[config.mk]
export PLATFORM = sky130hd
export DESIGN_NAME = tcp_hdr_scheduler
export DESIGN_NICKNAME = d
export VERILOG_FILES = /design/src/rtl/tcp_hdr_scheduler.sv
export SDC_FILE = /design/constraint.sdc
export NUM_CORES = 1
export LEC_CHECK = 0
export BUFFER_PORTS_ARGS = -buffer_cell sky130_fd_sc_hd__buf_2
export CORE_AREA = 2 2 200 202
export DETAILED_ROUTE_END_ITERATION = 16
export DIE_AREA = 0 0 202 204
export GPL_TIMING_DRIVEN = 0
export HOLD_SLACK_MARGIN = 0.06
export SYNTH_ARGS = -nofsm -noshare
export SYNTH_HDL_FRONTEND = slang
export SYNTH_SLANG_ARGS = --single-unit
[constraint.sdc]
create_clock -name clk -period 7.4 [get_ports clk]
set_clock_uncertainty 0.1 [all_clocks]
set_input_delay 0.37 -clock clk [delete_from_list [all_inputs] [get_ports clk]]
set_output_delay 0.37 -clock clk [all_outputs]
set_load 0.02 [all_outputs]
[src/rtl/tcp_hdr_scheduler.sv]
// tcp_hdr_scheduler
//  Round-robin scanner over a connection table. For each record whose state
//  calls for a segment (SYN, ACK or FIN|ACK), it fetches the record, builds the
//  54-byte Ethernet/IPv4/TCP header, offers it on a valid/ready handshake, and
//  then writes the record's next state back to the table.
//  Build option: define HDR_IP_CSUM_EN to compute the IPv4 header checksum in
//  an extra CSUM state. Without it, header[239:224] is left zero and is filled
//  in downstream.
module tcp_hdr_scheduler #(
   parameter int unsigned ADDR_W     = 8,
   parameter int unsigned REC_STRIDE = 10,
   parameter int unsigned NUM_REC    = 25,
   parameter logic [15:0] WIN_SIZE   = 16'h3908,
   parameter logic [7:0]  IP_TTL     = 8'h40
) (
   input  logic              clk,
   input  logic              rst,
   input  logic              enable,
   output logic [ADDR_W-1:0] tbl_addr,
   input  logic [31:0]       tbl_rdata,
   output logic [31:0]       tbl_wdata,
   output logic              tbl_wren,
   output logic [431:0]      header,
   output logic              hdr_valid,
   input  logic              hdr_ready,
   output logic [ADDR_W-1:0] rec_base
);

   localparam logic [ADDR_W-1:0] LAST_BASE  = ADDR_W'((NUM_REC - 1) * REC_STRIDE);
   localparam logic [ADDR_W-1:0] STRIDE     = ADDR_W'(REC_STRIDE);
   // Fetch issues words 1..9 on counts 0..8; the last word lands on count 10.
   localparam logic [3:0]        FETCH_LAST = 4'd10;

   typedef enum logic [2:0] {
      S_IDLE,
      S_REQ,
      S_WAIT,
      S_CHECK,
      S_FETCH,
      S_CSUM,
      S_OFFER,
      S_WB
   } state_t;

   state_t            state_q, state_d;
   logic [ADDR_W-1:0] base_q, base_d;
   logic [3:0]        fetch_cnt_q, fetch_cnt_d;
   logic [431:0]      header_q;
   logic [30:0]       next_st_q;
   logic              ack_sel_q;

   logic              act_valid;
   logic [8:0]        act_flags;
   logic [30:0]       act_next;
   logic [431:0]      hdr_fixed;
   logic [ADDR_W-1:0] base_adv;

   assign header   = header_q;
   assign rec_base = base_q;
   assign base_adv = (base_q == LAST_BASE) ? '0 : base_q + STRIDE;

   // Decode record word 0 (as presented in CHECK) into the segment to send.
   always_comb begin
      act_valid = 1'b0;
      act_flags = 9'h000;
      act_next  = 31'd0;
      if (tbl_rdata[31]) begin
         case (tbl_rdata[30:0])
            31'd1: begin
               act_valid = 1'b1;
               act_flags = 9'h002;
               act_next  = 31'd2;
            end
            31'd3: begin
               act_valid = 1'b1;
               act_flags = 9'h010;
               act_next  = 31'd4;
            end
            31'd5: begin
               act_valid = 1'b1;
               act_flags = 9'h011;
               act_next  = 31'd6;
            end
            default: begin
               act_valid = 1'b0;
            end
         endcase
      end
   end

   // Constant header fields plus the decoded TCP flags; the per-record fields
   // are filled in word by word during FETCH.
   always_comb begin
      hdr_fixed            = '0;
      hdr_fixed[335:320]   = 16'h0800;
      hdr_fixed[319:312]   = 8'h45;
      hdr_fixed[311:304]   = 8'h10;
      hdr_fixed[303:288]   = 16'd40;
      hdr_fixed[287:272]   = 16'h0000;
      hdr_fixed[271:256]   = {3'b010, 13'd0};
      hdr_fixed[255:248]   = IP_TTL;
      hdr_fixed[247:240]   = 8'h06;
      hdr_fixed[63:60]     = 4'h5;
      hdr_fixed[59:57]     = 3'b000;
      hdr_fixed[56:48]     = act_flags;
      hdr_fixed[47:32]     = WIN_SIZE;
   end

`ifdef HDR_IP_CSUM_EN
   // IPv4 header checksum over the ten halfwords of header[319:160]; the
   // checksum slot itself is still zero while this is evaluated.
   logic [15:0] ip_hw [10];
   logic [19:0] ip_sum;
   logic [16:0] ip_fold;
   logic [15:0] ip_csum;
   genvar gi;
   for (gi = 0; gi < 10; gi++) begin : g_ip_hw
      assign ip_hw[gi] = header_q[319 - 16*gi -: 16];
   end

   // Sum, fold the carries back in, and complement.
   always_comb begin
      ip_sum = 20'd0;
      for (int i = 0; i < 10; i++) begin
         ip_sum = ip_sum + 20'(ip_hw[i]);
      end
      ip_fold = 17'(ip_sum[15:0]) + 17'(ip_sum[19:16]);
      ip_csum = ~(ip_fold[15:0] + 16'(ip_fold[16]));
   end
`endif

   // FSM state, record base and fetch counter registers.
   always_ff @(posedge clk or posedge rst) begin
      if (rst) begin
         state_q     <= S_IDLE;
         base_q      <= '0;
         fetch_cnt_q <= 4'd0;
      end else begin
         state_q     <= state_d;
         base_q      <= base_d;
         fetch_cnt_q <= fetch_cnt_d;
      end
   end

   // Next-state logic and table/handshake outputs.
   always_comb begin
      state_d     = state_q;
      base_d      = base_q;
      fetch_cnt_d = fetch_cnt_q;
      tbl_addr    = '0;
      tbl_wren    = 1'b0;
      tbl_wdata   = 32'h0;
      hdr_valid   = 1'b0;
      case (state_q)
         S_IDLE: begin
            if (enable) state_d = S_REQ;
         end
         S_REQ: begin
            tbl_addr = base_q;
            state_d  = S_WAIT;
         end
         S_WAIT: begin
            state_d = S_CHECK;
         end
         S_CHECK: begin
            fetch_cnt_d = 4'd0;
            if (act_valid) begin
               state_d = S_FETCH;
            end else begin
               base_d  = base_adv;
               state_d = enable ? S_REQ : S_IDLE;
            end
         end
         S_FETCH: begin
            if (fetch_cnt_q <= 4'd8) begin
               tbl_addr = base_q + ADDR_W'(fetch_cnt_q) + ADDR_W'(1);
            end
            fetch_cnt_d = fetch_cnt_q + 4'd1;
            if (fetch_cnt_q == FETCH_LAST) begin
`ifdef HDR_IP_CSUM_EN
               state_d = S_CSUM;
`else
               state_d = S_OFFER;
`endif
            end
         end
         S_CSUM: begin
            state_d = S_OFFER;
         end
         S_OFFER: begin
            hdr_valid = 1'b1;
            if (hdr_ready) state_d = S_WB;
         end
         S_WB: begin
            tbl_wren  = 1'b1;
            tbl_addr  = base_q;
            tbl_wdata = {1'b1, next_st_q};
            base_d    = base_adv;
            state_d   = enable ? S_REQ : S_IDLE;
         end
         default: begin
            state_d = S_IDLE;
         end
      endcase
   end

   // Header assembly: fixed fields at CHECK, record words as they return.
   always_ff @(posedge clk or posedge rst) begin
      if (rst) begin
         header_q  <= '0;
         next_st_q <= 31'd0;
         ack_sel_q <= 1'b0;
      end else begin
         case (state_q)
            S_CHECK: begin
               if (act_valid) begin
                  header_q  <= hdr_fixed;
                  next_st_q <= act_next;
                  ack_sel_q <= act_flags[4];
               end
            end
            S_FETCH: begin
               case (fetch_cnt_q)
                  4'd2:  header_q[127:96]  <= tbl_rdata;
                  4'd3:  header_q[95:64]   <= ack_sel_q ? tbl_rdata : 32'h0;
                  4'd4:  header_q[223:192] <= tbl_rdata;
                  4'd5:  header_q[191:160] <= tbl_rdata;
                  4'd6:  header_q[383:352] <= tbl_rdata;
                  4'd7:  header_q[351:336] <= tbl_rdata[31:16];
                  4'd8:  header_q[431:400] <= tbl_rdata;
                  4'd9:  header_q[399:384] <= tbl_rdata[31:16];
                  4'd10: header_q[159:128] <= tbl_rdata;
                  default: begin
                  end
               endcase
            end
`ifdef HDR_IP_CSUM_EN
            S_CSUM: begin
               header_q[239:224] <= ip_csum;
            end
`endif
            default: begin
            end
         endcase
      end
   end

endmodule
==> results.toml <==
[outcome]
status = "finished clean"

[clock_network]
cts-root-buf = "clkbuf_16"
clockBufferDepth = 3
cts_tree = "built"
clk_latency_ns = 0.56
cts_num_sinks = 275
clk_pin_slew_ns = 0.06
htreeDepth = 1
post_cts_resized = 0
numCtsBuffers = 30
post_cts_buffers = 0
postCtsHoldBufs = 5

[synth]
synth.avg_cell_area_sq_um = 10.79
synth.top_cells.by_area = "dfrtp_1 55%, buf_4 12%, a22o_1 12%"
synth_area_sq_um = 12590
ys_ff_latch = 275
yosys.area.top_type = "dfrtp_1"
synth_cells = 1167
ys_types = 47
yosys_warnings = 0
seq_area_frac_synth_pct = 54.65
yosysTopAreaCellShare_pct = 54.65

[die]
io_pins = 518
die_w_um = 202
initial_core_util_pct = 32.14
die_h_um = 204
core_sq_um = 39180
row_count = 73
die_area_sq_um = 41210

[power]
p_leak_nw = 9.066
p_per_area_nw_per_um2 = 220.3
finalPower_w = 0.003694
ir_worst_vdd_uv = 192.5

[cells_and_area]
layout_commonest_cell = "buf_2"
area_growth_pct = 33.15
final_cell_mix = "318 x buf_2, 275 x dfrtp_1, 205 x buf_4"
nNetsFinal = 1745
final_util_pct = 42.79
antenna_cells = 0
drive_above_1_share_pct = 36.22

[timing]
whs_ns = 0.07935
rsz0062_at_grt = "no"
fmax_mhz = 264.4
hold_violations = 0
finalCriticalPeriod_ns = 3.782
tns_ns = 0
period_share_pct = 51.10
finalSetupViolCount = 0
finalWorstSetupSlack_ns = 3.618
drv_slew = 0
slew_headroom_pct = 13.01
tightest_slew_ns = 1.295

[place]
gp_congestion = 0.8204
post-place-ws_ns = 3.516
port_buffers = 302
place_hpwl_um = 30710

[worst_setup_path]
crit_required_ns = 6.93
startpoint_type = "flip-flop"
crit_path_end_kind = "output pin"
criticalPathCategory = "flip-flop to output pin"
worstPathMaxFanout = 10
worst_ep_arrival_time_ns = 3.31

[worst_hold_path]
hold_class = "input port to flip-flop"

[drt]
viasPerCell = 4.526
wl_per_cell_um = 19.00
wirelength_um = 42720
drc = 0
drt.antenna.violating_nets = 0
firstDrtPassIters = 5
route.vias.total = 10180
drt_iter0_drc = 534

[global_routing]
antenna_found_initial = 1
grt_usage_pct = 19.78
grt_max_degree = 43
grt_overflow = 0
grt_pass1_vias = 9459
grt_pass1_wl_um = 62040

[run]
drv_cap = 0
cell usage after synthesis (all sizes together):
| library cell | number |
|---|---|
| nand3b | 1 |
| nor3b | 2 |
| a31oi | 3 |
| conb | 1 |
| and2 | 7 |
| a21o | 4 |
| clkbuf | 65 |
| nor2 | 21 |
| nor4 | 9 |
| nand3 | 7 |
| nand2 | 179 |
| and3 | 6 |
| o22ai | 4 |
| fa | 1 |
| nand2b | 2 |
| xnor2 | 2 |
| a221oi | 2 |
| a211oi | 2 |
| dfrtp | 275 |
| o21ai | 100 |
| mux2 | 2 |
| inv | 10 |
| ha | 9 |
| a22o | 176 |
| buf | 237 |
| o31ai | 3 |
| nand4 | 4 |
| nor2b | 6 |
| xor2 | 2 |
| a21oi | 8 |
| o41ai | 2 |
| or2 | 2 |
| nand4b | 1 |
| a2bb2oi | 1 |
| nor3 | 7 |
| a2111oi | 1 |
| o21a | 3 |
logic make-up after synthesis:
| family | Yosys count | share of synthesized area [%] |
|---|---|---|
| AO/OA/AOI/OAI | 309 | 18.35 |
| XOR/XNOR | 4 | 0.2783 |
| adder cells (fa/ha/maj) | 10 | 1.053 |
| buffers and inverters | 312 | 16.55 |
| flip-flops | 275 | 54.65 |
| multiplexers | 2 | 0.1788 |
| other | 1 | 0.02978 |
| AND/OR/NAND/NOR | 254 | 8.903 |
path summary, 6_finish.rpt:
check / from / end / slack (ns) / cells after the start
setup / recovery: state_q[2] / tbl_addr[6] / 3.62 / 8
hold / removal: hdr_ready / state_q[0] / 0.08 / 4
setup reg to reg: state_q[2] / header[89] / 4.23 / 7
hold reg to reg: header[176] / header[176] / 0.39 / 1
max in group asynchronous: rst / header[69] / 5.78 / 7
min in group asynchronous: rst / header[182] / 0.24 / 3
through the flow:
| stage | area [sq um] | instances |
|---|---|---|
| after floorplan | 13290 | 1351 |
| after global placement | 15450 | 2178 |
| after detailed placement | 15630 | 2187 |
| after CTS | 16770 | 2248 |
| after global routing | 16770 | 2248 |
| final | 16770 | 2248 |
layout make-up:
cell class | instances | area, sq um
Tap cell | 525 | 656.9
Clock buffer | 41 | 873.3
Clock inverter | 15 | 211.5
Sequential cell | 275 | 6882
Multi-Input combinational cell | 764 | 4322
Buffer | 302 | 2047
Timing Repair Buffer | 316 | 1733
Inverter | 10 | 41.29
Fill cell | 3851 | 22420
sequential cells by signal, indices dropped and copies added (netlist names):
register,flops
rec_base,7
next_st_q,1
fetch_cnt_q,4
header,260
state_q,3
routing by layer:
layer,part of all wire [%],vias to the layer above,global-route usage (%)
met5,0,-,0
met4,2.4,0,5.331
met3,7.6,66,4.114
met2,47,436,32.40
met1,43,4962,26.64
li1,-,4711,-
worst max-delay path, cell delays in order (launching register included):
cell	delay, ns
dfrtp_1	0.39
buf_2	0.24
nor3b_1	0.76
buf_2	0.40
o21ai_1	0.26
a21oi_1	0.24
a31oi_1	0.11
a31oi_1	0.16
buf_2	0.19
where the power goes:
part / leakage [nW] / internal, W / switching [W] / total, W
Sequential: 3.40 / 0.00153 / 0.0000395 / 0.00157
Clock: 0.529 / 0.000999 / 0.000640 / 0.00164
Combinational: 5.14 / 0.000163 / 0.000326 / 0.000489
Total: 9.07 / 0.00269 / 0.00101 / 0.00369
Power figures use the tool's default switching activity.
